--- config.mk ---
export PLATFORM = sky130hd
export DESIGN_NAME = secuenciador_matriz_4x4
export DESIGN_NICKNAME = d
export VERILOG_FILES = /design/src/rtl/secuenciador_matriz_4x4.sv
export SDC_FILE = /design/constraint.sdc
export NUM_CORES = 2
export LEC_CHECK = 0
export BUFFER_PORTS_ARGS = -buffer_cell sky130_fd_sc_hd__buf_2
export CORE_MARGIN = 4
export CORE_UTILIZATION = 25
export DETAILED_ROUTE_END_ITERATION = 7
export PLACE_DENSITY_LB_ADDON = 0.25
export SYNTH_ARGS = -nofsm -noshare
export SYNTH_HDL_FRONTEND = slang
export SYNTH_SLANG_ARGS = --single-unit
--- constraint.sdc ---
create_clock -name CLK -period 3.3 [get_ports CLK]
set_clock_uncertainty 0.15 [all_clocks]
set_input_delay 0.165 -clock CLK [delete_from_list [all_inputs] [get_ports CLK]]
set_output_delay 0.165 -clock CLK [all_outputs]
set_load 0.05 [all_outputs]
--- src/rtl/secuenciador_matriz_4x4.sv ---
// Sequencer for a complex 4x4 matrix product through an external multiplier.
// Optional WAIT watchdog enabled by defining SECUENCIADOR_TIMEOUT_EN.
module secuenciador_matriz_4x4 #(
  parameter int Width = 8
) (
  input  logic               CLK,
  input  logic               MasterReset,
  input  logic               LoadEn,
  input  logic               LoadSel,
  input  logic [3:0]         LoadAddr,
  input  logic [Width-1:0]   LoadReal,
  input  logic [Width-1:0]   LoadImag,
  input  logic               Start,
  output logic               Busy,
  output logic               Done,
  output logic               MulEnable,
  output logic               MulStart,
  output logic [4*Width-1:0] FilaReal,
  output logic [4*Width-1:0] FilaImag,
  output logic [4*Width-1:0] ColumReal,
  output logic [4*Width-1:0] ColumImag,
  input  logic               MulListo,
  input  logic [Width-1:0]   MulOutReal,
  input  logic [Width-1:0]   MulOutImag,
  input  logic               MulError,
  input  logic [3:0]         RdAddr,
  output logic [Width-1:0]   RdReal,
  output logic [Width-1:0]   RdImag,
  output logic [15:0]        ErrorMask,
  output logic               ErrorAny
);
  typedef enum logic [2:0] {
    IDLE, ISSUE, WAIT, CAPTURE, RELEASE, DONE
  } state_t;

  state_t state, state_nx;
  logic [3:0] idx, nx_idx;
  logic [Width-1:0] a_re [16];
  logic [Width-1:0] a_im [16];
  logic [Width-1:0] b_re [16];
  logic [Width-1:0] b_im [16];
  logic [Width-1:0] c_re [16];
  logic [Width-1:0] c_im [16];
  logic [Width-1:0] a_re_f [16];
  logic [Width-1:0] a_im_f [16];
  logic [Width-1:0] b_re_f [16];
  logic [Width-1:0] b_im_f [16];
  logic [4*Width-1:0] fr_nx, fi_nx, cr_nx, ci_nx;
  logic busy, done, idle_like, load_ok, start_ok;
  logic [15:0] err_mask;
`ifdef SECUENCIADOR_TIMEOUT_EN
  logic [7:0] wd;
`endif

  assign idle_like = (state == IDLE) || (state == DONE);
  assign load_ok   = idle_like && LoadEn;
  assign start_ok  = idle_like && Start;
  assign nx_idx    = (state == RELEASE) ? idx + 4'd1 : 4'd0;

  // A write coinciding with Start is forwarded so element 0 sees it.
  always_comb begin
    for (int n = 0; n < 16; n++) begin
      a_re_f[n] = a_re[n];
      a_im_f[n] = a_im[n];
      b_re_f[n] = b_re[n];
      b_im_f[n] = b_im[n];
    end
    if (load_ok && !LoadSel) begin
      a_re_f[LoadAddr] = LoadReal;
      a_im_f[LoadAddr] = LoadImag;
    end
    if (load_ok && LoadSel) begin
      b_re_f[LoadAddr] = LoadReal;
      b_im_f[LoadAddr] = LoadImag;
    end
    fr_nx = '0;
    fi_nx = '0;
    cr_nx = '0;
    ci_nx = '0;
    for (int k = 0; k < 4; k++) begin
      fr_nx[k*Width +: Width] = a_re_f[{nx_idx[3:2], 2'(k)}];
      fi_nx[k*Width +: Width] = a_im_f[{nx_idx[3:2], 2'(k)}];
      cr_nx[k*Width +: Width] = b_re_f[{2'(k), nx_idx[1:0]}];
      ci_nx[k*Width +: Width] = b_im_f[{2'(k), nx_idx[1:0]}];
    end
  end

  always_comb begin
    state_nx = state;
    unique case (state)
      IDLE, DONE: if (Start) state_nx = ISSUE;
      ISSUE:      state_nx = WAIT;
      WAIT: begin
        if (MulListo) state_nx = CAPTURE;
`ifdef SECUENCIADOR_TIMEOUT_EN
        else if (wd == 8'hFF) state_nx = RELEASE;
`endif
      end
      CAPTURE:    state_nx = RELEASE;
      RELEASE: begin
        if (!MulListo) state_nx = (idx == 4'd15) ? DONE : ISSUE;
      end
      default:    state_nx = IDLE;
    endcase
  end

  always_ff @(posedge CLK) begin
    if (MasterReset) begin
      state    <= IDLE;
      idx      <= '0;
      busy     <= 1'b0;
      done     <= 1'b0;
      err_mask <= '0;
      FilaReal <= '0;
      FilaImag <= '0;
      ColumReal <= '0;
      ColumImag <= '0;
      for (int n = 0; n < 16; n++) begin
        a_re[n] <= '0;
        a_im[n] <= '0;
        b_re[n] <= '0;
        b_im[n] <= '0;
        c_re[n] <= '0;
        c_im[n] <= '0;
      end
`ifdef SECUENCIADOR_TIMEOUT_EN
      wd <= '0;
`endif
    end else begin
      state <= state_nx;
      if (load_ok && !LoadSel) begin
        a_re[LoadAddr] <= LoadReal;
        a_im[LoadAddr] <= LoadImag;
      end
      if (load_ok && LoadSel) begin
        b_re[LoadAddr] <= LoadReal;
        b_im[LoadAddr] <= LoadImag;
      end
      if (start_ok) begin
        busy     <= 1'b1;
        done     <= 1'b0;
        err_mask <= '0;
      end
      if (state_nx == ISSUE) begin
        idx       <= nx_idx;
        FilaReal  <= fr_nx;
        FilaImag  <= fi_nx;
        ColumReal <= cr_nx;
        ColumImag <= ci_nx;
      end
      if (state == CAPTURE) begin
        c_re[idx]     <= MulOutReal;
        c_im[idx]     <= MulOutImag;
        err_mask[idx] <= MulError;
      end
      if (state == RELEASE && !MulListo && idx == 4'd15) begin
        busy <= 1'b0;
        done <= 1'b1;
      end
`ifdef SECUENCIADOR_TIMEOUT_EN
      if (state == ISSUE) wd <= '0;
      else if (state == WAIT && wd != 8'hFF) wd <= wd + 8'd1;
      if (state == WAIT && !MulListo && wd == 8'hFF) begin
        c_re[idx]     <= '0;
        c_im[idx]     <= '0;
        err_mask[idx] <= 1'b1;
      end
`endif
    end
  end

  assign Busy      = busy;
  assign Done      = done;
  assign MulEnable = busy;
  assign MulStart  = (state == ISSUE);
  assign ErrorMask = err_mask;
  assign ErrorAny  = |err_mask;
  assign RdReal    = c_re[RdAddr];
  assign RdImag    = c_im[RdAddr];
endmodule

# After elaboration in Yosys (flattened, before gate mapping)
# Memories as Yosys holds them, arrays and structs flattened.
# Index checks and enable logic that the tools add are counted.
# totals
reg_bits	153
input_bits	47
mem_bits_rw	768
memories	6
# mem_list
memory	words	word_bits	read_ports	rd_ports_with_merged_regs	write_ports	line_no	rtl
a_im	16	8	16	0	16	39	logic [Width-1:0] a_im [16];
a_re	16	8	16	0	16	38	logic [Width-1:0] a_re [16];
b_im	16	8	16	0	16	41	logic [Width-1:0] b_im [16];
b_re	16	8	16	0	16	40	logic [Width-1:0] b_re [16];
c_im	16	8	1	0	16	43	logic [Width-1:0] c_im [16];
c_re	16	8	1	0	16	42	logic [Width-1:0] c_re [16];
# op_classes
eq_ne	7
order_cmp	12
n_mux	101
bitwise_logic	9
add_sub_neg	1
reduce_logical	22
# ops
cell	n
8-bit binary-select mux with 4-bit select	16
128-bit bitwise mux	4
128-bit 2-to-1 mux	4
8-bit 2-to-1 mux	39
16-bit 2-to-1 mux	3
8-bit OR reduction	6
5-bit greater-or-equal comparator (second input constant)	9
4-bit NOT with 5-bit output	7
8-bit demux with 4-bit select	1
4-bit 2-to-1 mux	7
1-bit 2-to-1 mux	20
16-bit bitwise mux	1
16-bit OR reduction	1
3-bit case mux with 5 select lines	1
3-bit 2-to-1 mux	4
1-bit logical AND	8
3-bit by 1-bit == test with 1-bit output (second input constant)	2
3-bit by 2-bit == test with 1-bit output (second input constant)	2
3-bit == test (second input constant)	2
4-bit by 5-bit less-than comparator with 1-bit output (second input constant)	1
5-bit by 1-bit less-than comparator with 1-bit output (second input constant)	1
2-bit NOT with 5-bit output	1
3-bit NOT with 5-bit output	1
4-bit by 1-bit adder with 4-bit output (second input constant)	1
8 further kinds	10

# Logic depth before layout (Yosys ltp)
# depth
depth_word	10
mapped_depth	10
ltp_nobuf	7

# Least setup slack after synthesis
# No wires, ideal clock.
# synth_path
path_type	register -> register
startpoint	reg state[1]
endpoint	mem c_im[1][0], enable pin
setup_time_ns	0.417
arrival_time_ns	2.467
path_slack_ns	0.266
t_required_ns	2.733
path_stages_with_launch	6
path_cell_list	dfxtp_1 > buf_2 > and3b_1 > clkbuf_1 > nand2_1 > o31ai_1
# synth_rtl
element	line_no	rtl
from (decl)	36	state_t state, state_nx;
from (signal assigned)	130	state <= state_nx;
to (decl)	43	

==> run_summary.xml <==
<?xml version="1.0" encoding="UTF-8"?>
<metrics>
  <group name="outcome">
    <metric name="status" unit="">finished clean</metric>
  </group>
  <group name="logic_synthesis">
    <metric name="synth.avg_cell_area" unit="um2">11.88</metric>
    <metric name="synth_enable_flop_cells" unit="">768</metric>
    <metric name="netlist-cell-type-count" unit="">80</metric>
    <metric name="synth.top_cells.by_area" unit="">sky130_fd_sc_hd__edfxtp_1, sky130_fd_sc_hd__dfxtp_1, sky130_fd_sc_hd__nor2_1</metric>
    <metric name="synthArstFlopShare" unit="">0</metric>
    <metric name="synth-seq-area-share" unit="">0.6113</metric>
    <metric name="yosys.area.top_type_share" unit="">0.5396</metric>
    <metric name="synth_top_cell_by_area" unit="">sky130_fd_sc_hd__edfxtp_1</metric>
    <metric name="postSynthRegisterBits" unit="">921</metric>
    <metric name="synth_top_flop_cell" unit="">sky130_fd_sc_hd__edfxtp_1</metric>
    <metric name="postSynthNetCount" unit="">3650</metric>
    <metric name="number_of_synthesis_warnings" unit="">0</metric>
    <metric name="synthesis.area" unit="um2">42740</metric>
    <metric name="synthesized_instance_count" unit="">3599</metric>
  </group>
  <group name="place">
    <metric name="io_buffers" unit="">211</metric>
    <metric name="replace_congestion" unit="">0.8114</metric>
    <metric name="hpwlAfterDp" unit="mm">104.7</metric>
    <metric name="dpl.cell_count" unit="">5863</metric>
  </group>
  <group name="sta">
    <metric name="slew_violations" unit="">0</metric>
    <metric name="slew_headroom" unit="">0.2910</metric>
    <metric name="max_slew.worst_pin.slew" unit="ns">1.061</metric>
    <metric name="finalHoldViolations" unit="">0</metric>
    <metric name="setup_violating_endpoint_count_in_the_final_report" unit="">0</metric>
    <metric name="rsz0062_at_grt" unit="">false</metric>
    <metric name="timing.final.crit_share" unit="">0.9021</metric>
    <metric name="final.min_clock_period" unit="ns">2.977</metric>
    <metric name="max_clock_freq" unit="GHz">0.3359</metric>
    <metric name="tns" unit="ns">0</metric>
  </group>
  <group name="layout">
    <metric name="final_common_cell" unit="">sky130_fd_sc_hd__edfxtp_1</metric>
    <metric name="final_net_count" unit="">3830</metric>
    <metric name="flow.area_growth_from_synthesis" unit="%">19.38</metric>
    <metric name="drive_gt1_frac" unit="">0.1961</metric>
    <metric name="most-common-layout-cells" unit="">sky130_fd_sc_hd__edfxtp_1, sky130_fd_sc_hd__nor2_1, sky130_fd_sc_hd__nand2_1, sky130_fd_sc_hd__and2_1, sky130_fd_sc_hd__buf_4</metric>
    <metric name="layoutNonFillerInstCount" unit="">6088</metric>
  </group>
  <group name="setup_path">
    <metric name="worst_setup_path_startpoint" unit="">state[2]</metric>
    <metric name="critical_path.max_fanout" unit="">56</metric>
    <metric name="cp.required" unit="ns">3.74</metric>
    <metric name="endpoint_kind" unit="">register</metric>
    <metric name="crit_arrival" unit="ns">3.41</metric>
    <metric name="setup.worst_path.start_class" unit="">register</metric>
    <metric name="critical_path.reg2reg.startpoint" unit="">state[2]</metric>
    <metric name="setup.worst_path.class" unit="">register to register</metric>
  </group>
  <group name="clock_tree">
    <metric name="cts-htree-levels" unit="">3</metric>
    <metric name="tritoncts" unit="">yes</metric>
    <metric name="cts_max_path_buffers" unit="">3</metric>
    <metric name="clock-sinks" unit="">921</metric>
    <metric name="post_cts_resize_count" unit="">0</metric>
    <metric name="number_of_post_cts_setup_repair_buffers" unit="">0</metric>
    <metric name="clk_pin_slew_worst_paths" unit="ns">0.06</metric>
    <metric name="clock-root-buffer" unit="">sky130_fd_sc_hd__clkbuf_16</metric>
    <metric name="total_cts_buffers" unit="">100</metric>
    <metric name="insertion_delay" unit="ns">0.73</metric>
  </group>
  <group name="global_routing">
    <metric name="globalRouteOverflowTotal" unit="">0</metric>
    <metric name="maximum_number_of_pins_on_one_net_before_global_route_repair" unit="">90</metric>
    <metric name="grt_pass1_wl" unit="mm">238.2</metric>
    <metric name="grt_pass1_vias" unit="">30360</metric>
    <metric name="grt_antenna_before_repair" unit="">14</metric>
    <metric name="gr-usage-all-layers" unit="">0.1834</metric>
  </group>
  <group name="die">
    <metric name="initial_core_util" unit="">0.2519</metric>
    <metric name="dieWidth" unit="um">421.5</metric>
    <metric name="num_io_pins" unit="">212</metric>
    <metric name="placement_rows" unit="">151</metric>
    <metric name="core_area" unit="um2">169700</metric>
    <metric name="floorplan.die.height" unit="um">421.5</metric>
    <metric name="die_area" unit="um2">177600</metric>
  </group>
  <group name="routing">
    <metric name="avgViaCountPerCell" unit="">5.140</metric>
    <metric name="number_of_antenna_violating_nets_in_the_routed_design" unit="">0</metric>
    <metric name="initialDrtViolationCount" unit="">3318</metric>
    <metric name="average_wire_length_per_cell_after_detail_routing" unit="um">27.58</metric>
    <metric name="firstDrtPassIters" unit="">7</metric>
    <metric name="drc_errors" unit="">0</metric>
    <metric name="routed_wl" unit="mm">167.9</metric>
    <metric name="dr_total_vias" unit="">31290</metric>
  </group>
  <group name="flow_run">
    <metric name="max_cap_viol_count" unit="">0</metric>
  </group>
  <group name="min_path">
    <metric name="worst_hold_startpoint" unit="">LoadReal[7]</metric>
    <metric name="worst_hold_check_path_type" unit="">primary input to register</metric>
  </group>
  <group name="pwr">
    <metric name="total_power" unit="mW">29.72</metric>
    <metric name="leakagePower" unit="nW">19.58</metric>
    <metric name="worst_ir_drop_vdd" unit="mV">0.4091</metric>
    <metric name="cellPowerDensity" unit="nW/um2">582.5</metric>
  </group>
</metrics>
-- report_power, final --
part	switching (mW)	internal, mW
sequential	0.341	13.1
clock	5.01	7.02
combinational	3.06	1.13
total	8.41	21.3
-- logic make-up (layout without fill, tap and decap cells) --
group                      after synthesis  in the layout  synth area share
AOI/OAI and AO/OA                      540            540            0.1009
xor gates and xnor gates                 5              5          0.001376
adders and majority gates                4              4          0.001171
buffers and inverters                  433            700           0.04116
DFF                                    921            921            0.6113
muxes                                  203            203           0.07117
other                                    0              4                 0
and+or+nand+nor                       1493           1493            0.1730
-- through the flow --
stage          worst slack (ns)  instance area, um2  hold WS, ns  utilization
2_1_floorplan            0.2664               42740       0.2132            -
3_3_place_gp             0.3588               47220       0.3284       0.2783
3_5_place_dp             0.3392               47220       0.3421       0.2783
4_1_cts                  0.3587               51010     0.004052       0.3007
5_1_grt                  0.2414               51010      0.03373       0.3007
6_report                 0.3230               51020      0.08898       0.3007
-- routing by layer --
| metal | vias to the layer above | wire length, um | global-route usage |
|---|---|---|---|
| li1 | 13800 | - | - |
| met1 | 16040 | 69950 | 0.2407 |
| met2 | 1200 | 81830 | 0.3098 |
| met3 | 255 | 9569 | 0.02399 |
| met4 | 0 | 6545 | 0.06663 |
| met5 | - | 0 | 0 |
-- synth_stat cells (19+ instances only) --
master and count:
sky130_fd_sc_hd__nand4_1 81, sky130_fd_sc_hd__nand2_1 279, sky130_fd_sc_hd__o211a_1 48, sky130_fd_sc_hd__o31ai_1 34
sky130_fd_sc_hd__o21ai_0 39, sky130_fd_sc_hd__a31oi_1 129, sky130_fd_sc_hd__and3_1 161, sky130_fd_sc_hd__buf_2 76
sky130_fd_sc_hd__a21oi_1 19, sky130_fd_sc_hd__o2111a_1 48, sky130_fd_sc_hd__and2_1 265, sky130_fd_sc_hd__inv_1 27
sky130_fd_sc_hd__o211ai_1 38, sky130_fd_sc_hd__a211oi_1 27, sky130_fd_sc_hd__a311oi_1 31, sky130_fd_sc_hd__dfxtp_1 153
sky130_fd_sc_hd__mux2i_1 116, sky130_fd_sc_hd__edfxtp_1 768, sky130_fd_sc_hd__clkbuf_1 290, sky130_fd_sc_hd__nor2_1 501
sky130_fd_sc_hd__mux4_2 80, sky130_fd_sc_hd__nor3_1 113, sky130_fd_sc_hd__o221a_2 27, sky130_fd_sc_hd__nor4_1 21
sky130_fd_sc_hd__nand3_1 19, sky130_fd_sc_hd__buf_1 25
-- what timing repair did --
item                                    CTS  global route
hold buffers                             32             0
endpoints found under the setup margin    0             0
hold endpoints to repair                334             0
-- critical path, stage by stage, from the launching register on --
cell and delay [ns]:
sky130_fd_sc_hd__dfxtp_1 0.47, sky130_fd_sc_hd__buf_4 0.26, sky130_fd_sc_hd__xnor2_2 0.16, sky130_fd_sc_hd__buf_4 0.34
sky130_fd_sc_hd__buf_4 0.33, sky130_fd_sc_hd__nand2_1 0.18, sky130_fd_sc_hd__nor2_2 0.11, sky130_fd_sc_hd__buf_4 0.52
sky130_fd_sc_hd__and3_1 0.24
-- area by class of cell --
type                    count  area (um2)
multi-input cells        2245       15050
clock buffers             137        2826
diodes                      4       10.01
well taps                2218        2775
inverters                  32       125.1
clock inverters            52       644.4
fillers                 17230      118600
repair buffers            479        3463
flip-flops and latches    921       26130
-- worst paths after layout --
kind / slack (ns) / to / depth (start not counted)
worst max-delay path: 0.32 / a_im[1][6] / 8
worst min-delay path: 0.09 / a_re[5][7] / 3
worst max register to register: 0.32 / a_im[1][6] / 8
worst min register to register: 0.36 / Done / 2
-- flip-flops by register name, indices dropped and copies added, names as in the netlist --
signal     flops
a_im         128
ColumImag     32
Busy           1
idx            4
a_re         128
FilaImag      32
ColumReal     32
b_re         128
FilaReal      32
state          3
ErrorMask     16
b_im         128
Done           1
c_re         128
c_im         128
Note: power is estimated with default switching activity, not from simulation.
